$ cat config.mk
export PLATFORM = sky130hd
export DESIGN_NAME = reservation_station_flat
export DESIGN_NICKNAME = d
export VERILOG_FILES = /design/src/rtl/reservation_station_if.sv /design/src/rtl/reservation_station.sv /design/src/flat_wrapper.sv
export SDC_FILE = /design/constraint.sdc
export NUM_CORES = 2
export LEC_CHECK = 0
export CAP_MARGIN = 5
export CORE_ASPECT_RATIO = 1.2
export CORE_MARGIN = 10
export CORE_UTILIZATION = 40
export CTS_CLUSTER_SIZE = 14
export DETAILED_ROUTE_END_ITERATION = 12
export DONT_BUFFER_PORTS = 1
export GPL_TIMING_DRIVEN = 0
export PLACE_DENSITY_LB_ADDON = 0.1
export SLEW_MARGIN = 10
export SYNTH_ARGS = -nofsm -noshare
export SYNTH_HDL_FRONTEND = slang
export SYNTH_SLANG_ARGS = --single-unit
$ cat constraint.sdc
create_clock -name clk -period 10.1 [get_ports clk]
set_input_delay 0.505 -clock clk [delete_from_list [all_inputs] [get_ports clk]]
set_output_delay 0.505 -clock clk [all_outputs]
set_load 0.02 [all_outputs]
$ cat src/rtl/reservation_station_if.sv
// Dispatch, wakeup and issue bundle for the reservation station.
// The master side is rename / writeback / functional unit; the slave side is the station.
interface reservation_station_if #(
    parameter int PREG_W = 6,
    parameter int OP_W   = 7
);
    logic              disp_valid;
    logic              disp_ready;
    logic [OP_W-1:0]   disp_opcode;
    logic [PREG_W-1:0] disp_ps1;
    logic [PREG_W-1:0] disp_ps2;
    logic [PREG_W-1:0] disp_pd;
    logic [31:0]       disp_instr;
    logic              disp_rdy1;
    logic              disp_rdy2;

    logic              wb_valid;
    logic [PREG_W-1:0] wb_tag;

    logic              issue_valid;
    logic              issue_ready;
    logic [OP_W-1:0]   issue_opcode;
    logic [PREG_W-1:0] issue_ps1;
    logic [PREG_W-1:0] issue_ps2;
    logic [PREG_W-1:0] issue_pd;
    logic [31:0]       issue_instr;

    modport master (
        output disp_valid, disp_opcode, disp_ps1, disp_ps2, disp_pd, disp_instr,
               disp_rdy1, disp_rdy2, wb_valid, wb_tag, issue_ready,
        input  disp_ready, issue_valid, issue_opcode, issue_ps1, issue_ps2,
               issue_pd, issue_instr
    );

    modport slave (
        input  disp_valid, disp_opcode, disp_ps1, disp_ps2, disp_pd, disp_instr,
               disp_rdy1, disp_rdy2, wb_valid, wb_tag, issue_ready,
        output disp_ready, issue_valid, issue_opcode, issue_ps1, issue_ps2,
               issue_pd, issue_instr
    );
endinterface

$ cat src/rtl/reservation_station.sv
// Shared reservation station: age-ordered compacting queue, tag-broadcast wakeup, oldest-ready issue.
// Optional RS_FLUSH_EN adds a flush input that empties the station.
module reservation_station #(
    parameter int DEPTH  = 8,
    parameter int PREG_W = 6,
    parameter int OP_W   = 7
) (
    input  logic                         clk,
    input  logic                         rst,
`ifdef RS_FLUSH_EN
    input  logic                         flush,
`endif
    reservation_station_if.slave         bus,
    output logic [$clog2(DEPTH+1)-1:0]   occupancy
);
    localparam int CNT_W = $clog2(DEPTH + 1);
    localparam int IDX_W = $clog2(DEPTH);
    localparam logic [CNT_W-1:0] DEPTH_C = CNT_W'(DEPTH);

    typedef struct packed {
        logic [OP_W-1:0]   opcode;
        logic [PREG_W-1:0] ps1;
        logic [PREG_W-1:0] ps2;
        logic [PREG_W-1:0] pd;
        logic [31:0]       instr;
        logic              rdy1;
        logic              rdy2;
    } entry_t;

    entry_t           ent     [DEPTH];
    entry_t           woken   [DEPTH];
    entry_t           ent_nxt [DEPTH];
    entry_t           new_ent;
    logic [CNT_W-1:0] count;
    logic [CNT_W-1:0] count_nxt;
    logic [CNT_W-1:0] tail;
    logic [IDX_W-1:0] sel_idx;
    logic             sel_found;
    logic             issue_fire;
    logic             disp_fire;

    // Selection looks only at registered state, so wb_*/disp_* never reach issue_*.
    // NOTE: every always_comb output gets a default first so no path can infer a latch.
    always_comb begin
        sel_found = 1'b0;
        sel_idx   = '0;
        for (int i = 0; i < DEPTH; i++) begin
            if (!sel_found && (CNT_W'(i) < count) && ent[i].rdy1 && ent[i].rdy2) begin
                sel_found = 1'b1;
                sel_idx   = IDX_W'(i);
            end
        end
    end

    assign bus.issue_valid  = sel_found;
    assign bus.issue_opcode = ent[sel_idx].opcode;
    assign bus.issue_ps1    = ent[sel_idx].ps1;
    assign bus.issue_ps2    = ent[sel_idx].ps2;
    assign bus.issue_pd     = ent[sel_idx].pd;
    assign bus.issue_instr  = ent[sel_idx].instr;

    // Credit comes from registered count only; a same-cycle issue does not reopen it.
    assign bus.disp_ready = (count < DEPTH_C);
    assign occupancy      = count;

    assign issue_fire = sel_found & bus.issue_ready;
    assign disp_fire  = bus.disp_valid & bus.disp_ready;

    // Incoming entry captures a wakeup broadcast on its own dispatch edge; p0 is always ready.
    always_comb begin
        new_ent        = '0;
        new_ent.opcode = bus.disp_opcode;
        new_ent.ps1    = bus.disp_ps1;
        new_ent.ps2    = bus.disp_ps2;
        new_ent.pd     = bus.disp_pd;
        new_ent.instr  = bus.disp_instr;
        new_ent.rdy1   = bus.disp_rdy1 | (bus.disp_ps1 == '0)
                       | (bus.wb_valid & (bus.wb_tag == bus.disp_ps1));
        new_ent.rdy2   = bus.disp_rdy2 | (bus.disp_ps2 == '0)
                       | (bus.wb_valid & (bus.wb_tag == bus.disp_ps2));
    end

    // Wakeup, then compaction over the issued slot, then append at the new tail.
    always_comb begin
        woken = ent;
        if (bus.wb_valid) begin
            for (int i = 0; i < DEPTH; i++) begin
                if (CNT_W'(i) < count) begin
                    if (ent[i].ps1 == bus.wb_tag) woken[i].rdy1 = 1'b1;
                    if (ent[i].ps2 == bus.wb_tag) woken[i].rdy2 = 1'b1;
                end
            end
        end

        ent_nxt = woken;
        if (issue_fire) begin
            for (int i = 0; i < DEPTH - 1; i++) begin
                if (IDX_W'(i) >= sel_idx) ent_nxt[i] = woken[i+1];
            end
        end

        tail = count - CNT_W'(issue_fire);
        if (disp_fire) ent_nxt[tail[IDX_W-1:0]] = new_ent;

        count_nxt = count + CNT_W'(disp_fire) - CNT_W'(issue_fire);
    end

    // NOTE: only control state (count, ready bits) is reset; payload fields are qualified
    // by count, so leaving them unreset keeps the storage array free of reset fan-out.
    // NOTE: sequential state uses non-blocking assignments so every register samples
    // the pre-edge values regardless of statement order.
    always_ff @(posedge clk) begin
        if (rst) begin
            count <= '0;
            for (int i = 0; i < DEPTH; i++) begin
                ent[i].rdy1 <= 1'b0;
                ent[i].rdy2 <= 1'b0;
            end
`ifdef RS_FLUSH_EN
        end else if (flush) begin
            count <= '0;
            for (int i = 0; i < DEPTH; i++) begin
                ent[i].rdy1 <= 1'b0;
                ent[i].rdy2 <= 1'b0;
            end
`endif
        end else begin
            count <= count_nxt;
            ent   <= ent_nxt;
        end
    end

`ifndef SYNTHESIS
    count_bounded: assert property (@(posedge clk) disable iff (rst) count <= DEPTH_C);
`endif

endmodule

$ cat src/flat_wrapper.sv
// flat-port wrapper written by rule: the top's interface ports become plain ports
module reservation_station_flat 
#(
    parameter int DEPTH  = 8,
    parameter int PREG_W = 6,
    parameter int OP_W   = 7
)
  (clk, rst, occupancy, bus_disp_valid, bus_disp_opcode, bus_disp_ps1, bus_disp_ps2, bus_disp_pd, bus_disp_instr, bus_disp_rdy1, bus_disp_rdy2, bus_wb_valid, bus_wb_tag, bus_issue_ready, bus_disp_ready, bus_issue_valid, bus_issue_opcode, bus_issue_ps1, bus_issue_ps2, bus_issue_pd, bus_issue_instr);
  reservation_station_if #(.PREG_W(PREG_W), .OP_W(OP_W)) bus_i ();
  input  logic clk;
  input  logic rst;
  output logic [$clog2(DEPTH+1)-1:0] occupancy;
  input wire logic [$bits(bus_i.disp_valid)-1:0] bus_disp_valid;
  input wire logic [$bits(bus_i.disp_opcode)-1:0] bus_disp_opcode;
  input wire logic [$bits(bus_i.disp_ps1)-1:0] bus_disp_ps1;
  input wire logic [$bits(bus_i.disp_ps2)-1:0] bus_disp_ps2;
  input wire logic [$bits(bus_i.disp_pd)-1:0] bus_disp_pd;
  input wire logic [$bits(bus_i.disp_instr)-1:0] bus_disp_instr;
  input wire logic [$bits(bus_i.disp_rdy1)-1:0] bus_disp_rdy1;
  input wire logic [$bits(bus_i.disp_rdy2)-1:0] bus_disp_rdy2;
  input wire logic [$bits(bus_i.wb_valid)-1:0] bus_wb_valid;
  input wire logic [$bits(bus_i.wb_tag)-1:0] bus_wb_tag;
  input wire logic [$bits(bus_i.issue_ready)-1:0] bus_issue_ready;
  output wire logic [$bits(bus_i.disp_ready)-1:0] bus_disp_ready;
  output wire logic [$bits(bus_i.issue_valid)-1:0] bus_issue_valid;
  output wire logic [$bits(bus_i.issue_opcode)-1:0] bus_issue_opcode;
  output wire logic [$bits(bus_i.issue_ps1)-1:0] bus_issue_ps1;
  output wire logic [$bits(bus_i.issue_ps2)-1:0] bus_issue_ps2;
  output wire logic [$bits(bus_i.issue_pd)-1:0] bus_issue_pd;
  output wire logic [$bits(bus_i.issue_instr)-1:0] bus_issue_instr;
  assign bus_i.disp_valid = bus_disp_valid;
  assign bus_i.disp_opcode = bus_disp_opcode;
  assign bus_i.disp_ps1 = bus_disp_ps1;
  assign bus_i.disp_ps2 = bus_disp_ps2;
  assign bus_i.disp_pd = bus_disp_pd;
  assign bus_i.disp_instr = bus_disp_instr;
  assign bus_i.disp_rdy1 = bus_disp_rdy1;
  assign bus_i.disp_rdy2 = bus_disp_rdy2;
  assign bus_i.wb_valid = bus_wb_valid;
  assign bus_i.wb_tag = bus_wb_tag;
  assign bus_i.issue_ready = bus_issue_ready;
  assign bus_disp_ready = bus_i.disp_ready;
  assign bus_issue_valid = bus_i.issue_valid;
  assign bus_issue_opcode = bus_i.issue_opcode;
  assign bus_issue_ps1 = bus_i.issue_ps1;
  assign bus_issue_ps2 = bus_i.issue_ps2;
  assign bus_issue_pd = bus_i.issue_pd;
  assign bus_issue_instr = bus_i.issue_instr;
  reservation_station #(.DEPTH(DEPTH), .PREG_W(PREG_W), .OP_W(OP_W)) u_core (.clk(clk), .rst(rst), .bus(bus_i), .occupancy(occupancy));
endmodule
==> flow_metrics.env <==
export IMPL_status="complete, no violations"
export IMPL_internal_power_uw=3950
export IMPL_layout_commonest_cell="mux2i_1"
export IMPL_placed_cells=3550
export IMPL_dp_hpwl_mm=73.6
export IMPL_clockPowerShare=0.321
export IMPL_worstSetupStartpointType="flop"
export IMPL_seqPwrFrac=0.472
export IMPL_synthFlopType="edfxtp_1"
export IMPL_dr_pass1_iters=7
export IMPL_final_period_utilization=0.668
export IMPL_fin_skew_ns=0.0142
export IMPL_mostFrequentLayoutCells="539 x mux2i_1, 508 x nand2_1, 456 x edfxtp_1"
export IMPL_syn_area_mm2=0.0277
export IMPL_rows=105
export IMPL_synth_nets=2711
export IMPL_wl_per_cell_um=29.1
export IMPL_wirelength_mm=108
export IMPL_layout_cells_non_filler=3709
export IMPL_viasPerCell=6.08
export IMPL_power_leakage_uw=0.0125
export IMPL_antenna_found_initial=2
export IMPL_clock_sinks=476
export IMPL_total_power_uw=5800
export IMPL_crit_fanout=10
export IMPL_area_delta_synth_final_pct=12.7
export IMPL_pre_cts_slack_ns=3.68
export IMPL_drv_cap=0
export IMPL_ys_seq_area_frac=0.508
export IMPL_synth_top_family_by_area="multiplexers"
export IMPL_fin_ws_ns=3.36
export IMPL_grt_first_pass_wirelength_mm=154
export IMPL_cts_made_buffers=55
export IMPL_post_cts_buffers=0
export IMPL_setup_viol=0
export IMPL_num_io_pins=133
export IMPL_nets=2834
export IMPL_max_freq_ghz=0.148
export IMPL_cts_clk_slew_worst_paths_ns=0.06
export IMPL_overflow=0
export IMPL_yosys_area_share_simple=0.0948
export IMPL_route_vias_total=22544
export IMPL_slew_violations=0
export IMPL_grt_max_degree=118
export IMPL_fillCellCount=6579
export IMPL_cp_required_ns=10.41
export IMPL_coreArea_mm2=0.0686
export IMPL_multi_input_area_mm2=0.0127
export IMPL_yosysWarnings=0
export IMPL_max_vdd_ir_drop_mv=0.114
export IMPL_root_buffer="clkbuf_16"
export IMPL_end_kind="flop"
export IMPL_drive_gt1_frac=0.0518
export IMPL_ys_seq_elements=476
export IMPL_portBuffers=0
export IMPL_drt_initial_drc_count=2243
export IMPL_drc=0
export IMPL_yosys_mux_area_fraction=0.195
export IMPL_antenna_left=0
export IMPL_tightestPinTransition_ns=1.26
export IMPL_seqCellArea_mm2=0.0141
export IMPL_dieArea_mm2=0.0803
export IMPL_die_height_um=308
export IMPL_syn_avg_cell_area_um2=10.5
export IMPL_grt_total_usage=0.258
export IMPL_rsz0062_at_grt="no"
export IMPL_worstSetupPathType="reg -> reg"
export IMPL_grt_pass1_vias=22193
export IMPL_htreeDepth=2
export IMPL_initial_core_util=0.404
export IMPL_cp_arrival_ns=7.06
export IMPL_synth_xor_area_frac=0.0351
export IMPL_gp_congestion=0.948
export IMPL_cts_tree="done"
export IMPL_hold_violations=0
export IMPL_synth_cells=2633
export IMPL_cts_resized=0
export IMPL_async_flop_share=0
export IMPL_hp_class="in -> reg"
export IMPL_synthAdderAreaFrac=0.00388
export IMPL_power_density_mw_per_mm2=186
export IMPL_clock_path_buffers=3
export IMPL_synth_compound_area_frac=0.129
export IMPL_fin_setup_tns_ns=0
export IMPL_min_period_ns=6.74
export IMPL_fp_dieW_um=260
export IMPL_max_slew_margin=0.162
export IMPL_synthDistinctLibCells=53
export IMPL_clk_latency_ns=0.63
export IMPL_p_sw_uw=1860
export IMPL_combPwrFrac=0.206
export IMPL_switching_share=0.320
export IMPL_synth_edff_count=456
## layer usage
metal,GRT usage,up-vias,share of wire
li1,-,9941,-
met5,0,-,0
met2,0.416,1159,0.47
met3,0.0525,233,0.085
met1,0.325,11211,0.40
met4,0.126,0,0.050
## worst paths after layout
check / startpoint / to / depth (start not counted) / slack, ns
max: u_core.occupancy[3] / u_core.ent[132] / 17 / 3.36
min: bus_disp_instr[29] / u_core.ent[385] / 2 / 0.06
max reg2reg: u_core.occupancy[3] / u_core.ent[132] / 17 / 3.36
min reg2reg: u_core.ent[414] / u_core.ent[414] / 2 / 0.61
## power groups by stage
stage / logic [uW] / registers [uW] / clock network [uW]
final: 1200 / 2740 / 1860
after global routing: 1290 / 2770 / 1960
after CTS: 1180 / 2730 / 1890
after detailed placement: 1160 / 2770 / 0
after global placement: 1120 / 2800 / 0
after floorplan: 796 / 2720 / 0
## stage by stage
stage	instance area [um2]	utilization	hold WS, ns
global route	31200	0.456	0.0570
global placement	28900	0.421	0.579
CTS	31200	0.455	0.0375
detailed placement	29000	0.424	0.581
finish	31200	0.456	0.0650
floorplan	27700	-	0.539
## cell usage after synthesis (2+ instances only)
| library cell | count | area share |
|---|---|---|
| a211o_1 | 57 | 0.018 |
| a211oi_1 | 5 | 0.0014 |
| a21o_1 | 3 | 0.00081 |
| a21oi_1 | 21 | 0.0038 |
| a31oi_1 | 46 | 0.010 |
| a41o_1 | 2 | 0.00072 |
| a41oi_1 | 13 | 0.0041 |
| and2_1 | 7 | 0.0016 |
| and3_1 | 6 | 0.0014 |
| buf_1 | 18 | 0.0024 |
| buf_2 | 43 | 0.0078 |
| buf_4 | 6 | 0.0016 |
| buf_6 | 6 | 0.0024 |
| clkbuf_1 | 140 | 0.019 |
| dfxtp_1 | 20 | 0.014 |
| edfxtp_1 | 456 | 0.49 |
| ha_1 | 7 | 0.0032 |
| inv_1 | 10 | 0.0014 |
| mux2i_1 | 539 | 0.19 |
| nand2_1 | 508 | 0.069 |
| nand2b_1 | 4 | 0.00090 |
| nand3_1 | 3 | 0.00054 |
| nand4_1 | 3 | 0.00068 |
| nor2_1 | 87 | 0.012 |
| nor2b_1 | 3 | 0.00068 |
| nor3_1 | 9 | 0.0016 |
| nor4_1 | 14 | 0.0032 |
| o21ai_0 | 379 | 0.068 |
| o21ai_1 | 25 | 0.0045 |
| o22ai_1 | 57 | 0.013 |
| or3_1 | 5 | 0.0011 |
| xnor2_1 | 42 | 0.013 |
| xor2_1 | 69 | 0.022 |
## cell families after synthesis
group / Yosys count
flip-flops: 476
multiplexers: 539
AO/OA/AOI/OAI: 619
AND/OR/NAND/NOR: 656
buffers and inverters: 224
adder cells (fa/ha/maj): 8
XOR/XNOR: 111
## layout make-up
class / count / share of cell area
Clock buffer: 68 / 0.0463
Inverter: 11 / 0.00156
Timing Repair Buffer: 66 / 0.0235
Buffer: 213 / 0.0295
Tap cell: 909 / 0.0364
Antenna cell: 1 / 0.0000801
Sequential cell: 476 / 0.451
Multi-Input combinational cell: 1933 / 0.407
Clock inverter: 32 / 0.00505
## critical path, stage by stage, from the launching register on
cell	delay, ns
dfxtp_1	0.43
inv_1	0.27
ha_1	0.28
buf_2	0.20
a21bo_2	0.26
a31oi_1	0.45
nand4b_4	0.25
nor2_1	0.22
nand2_1	0.23
and2_1	0.24
ha_1	0.22
ha_1	0.23
xnor2_1	0.40
or3_1	0.19
clkbuf_1	0.62
clkbuf_1	0.99
clkbuf_1	0.74
a31oi_1	0.20
## repair_timing
item,in CTS,in global routing
hold buffers,58,0
setup endpoints to repair,0,0
endpoints found under the hold margin,59,0
No activity file was read; power rests on OpenSTA's default activity.
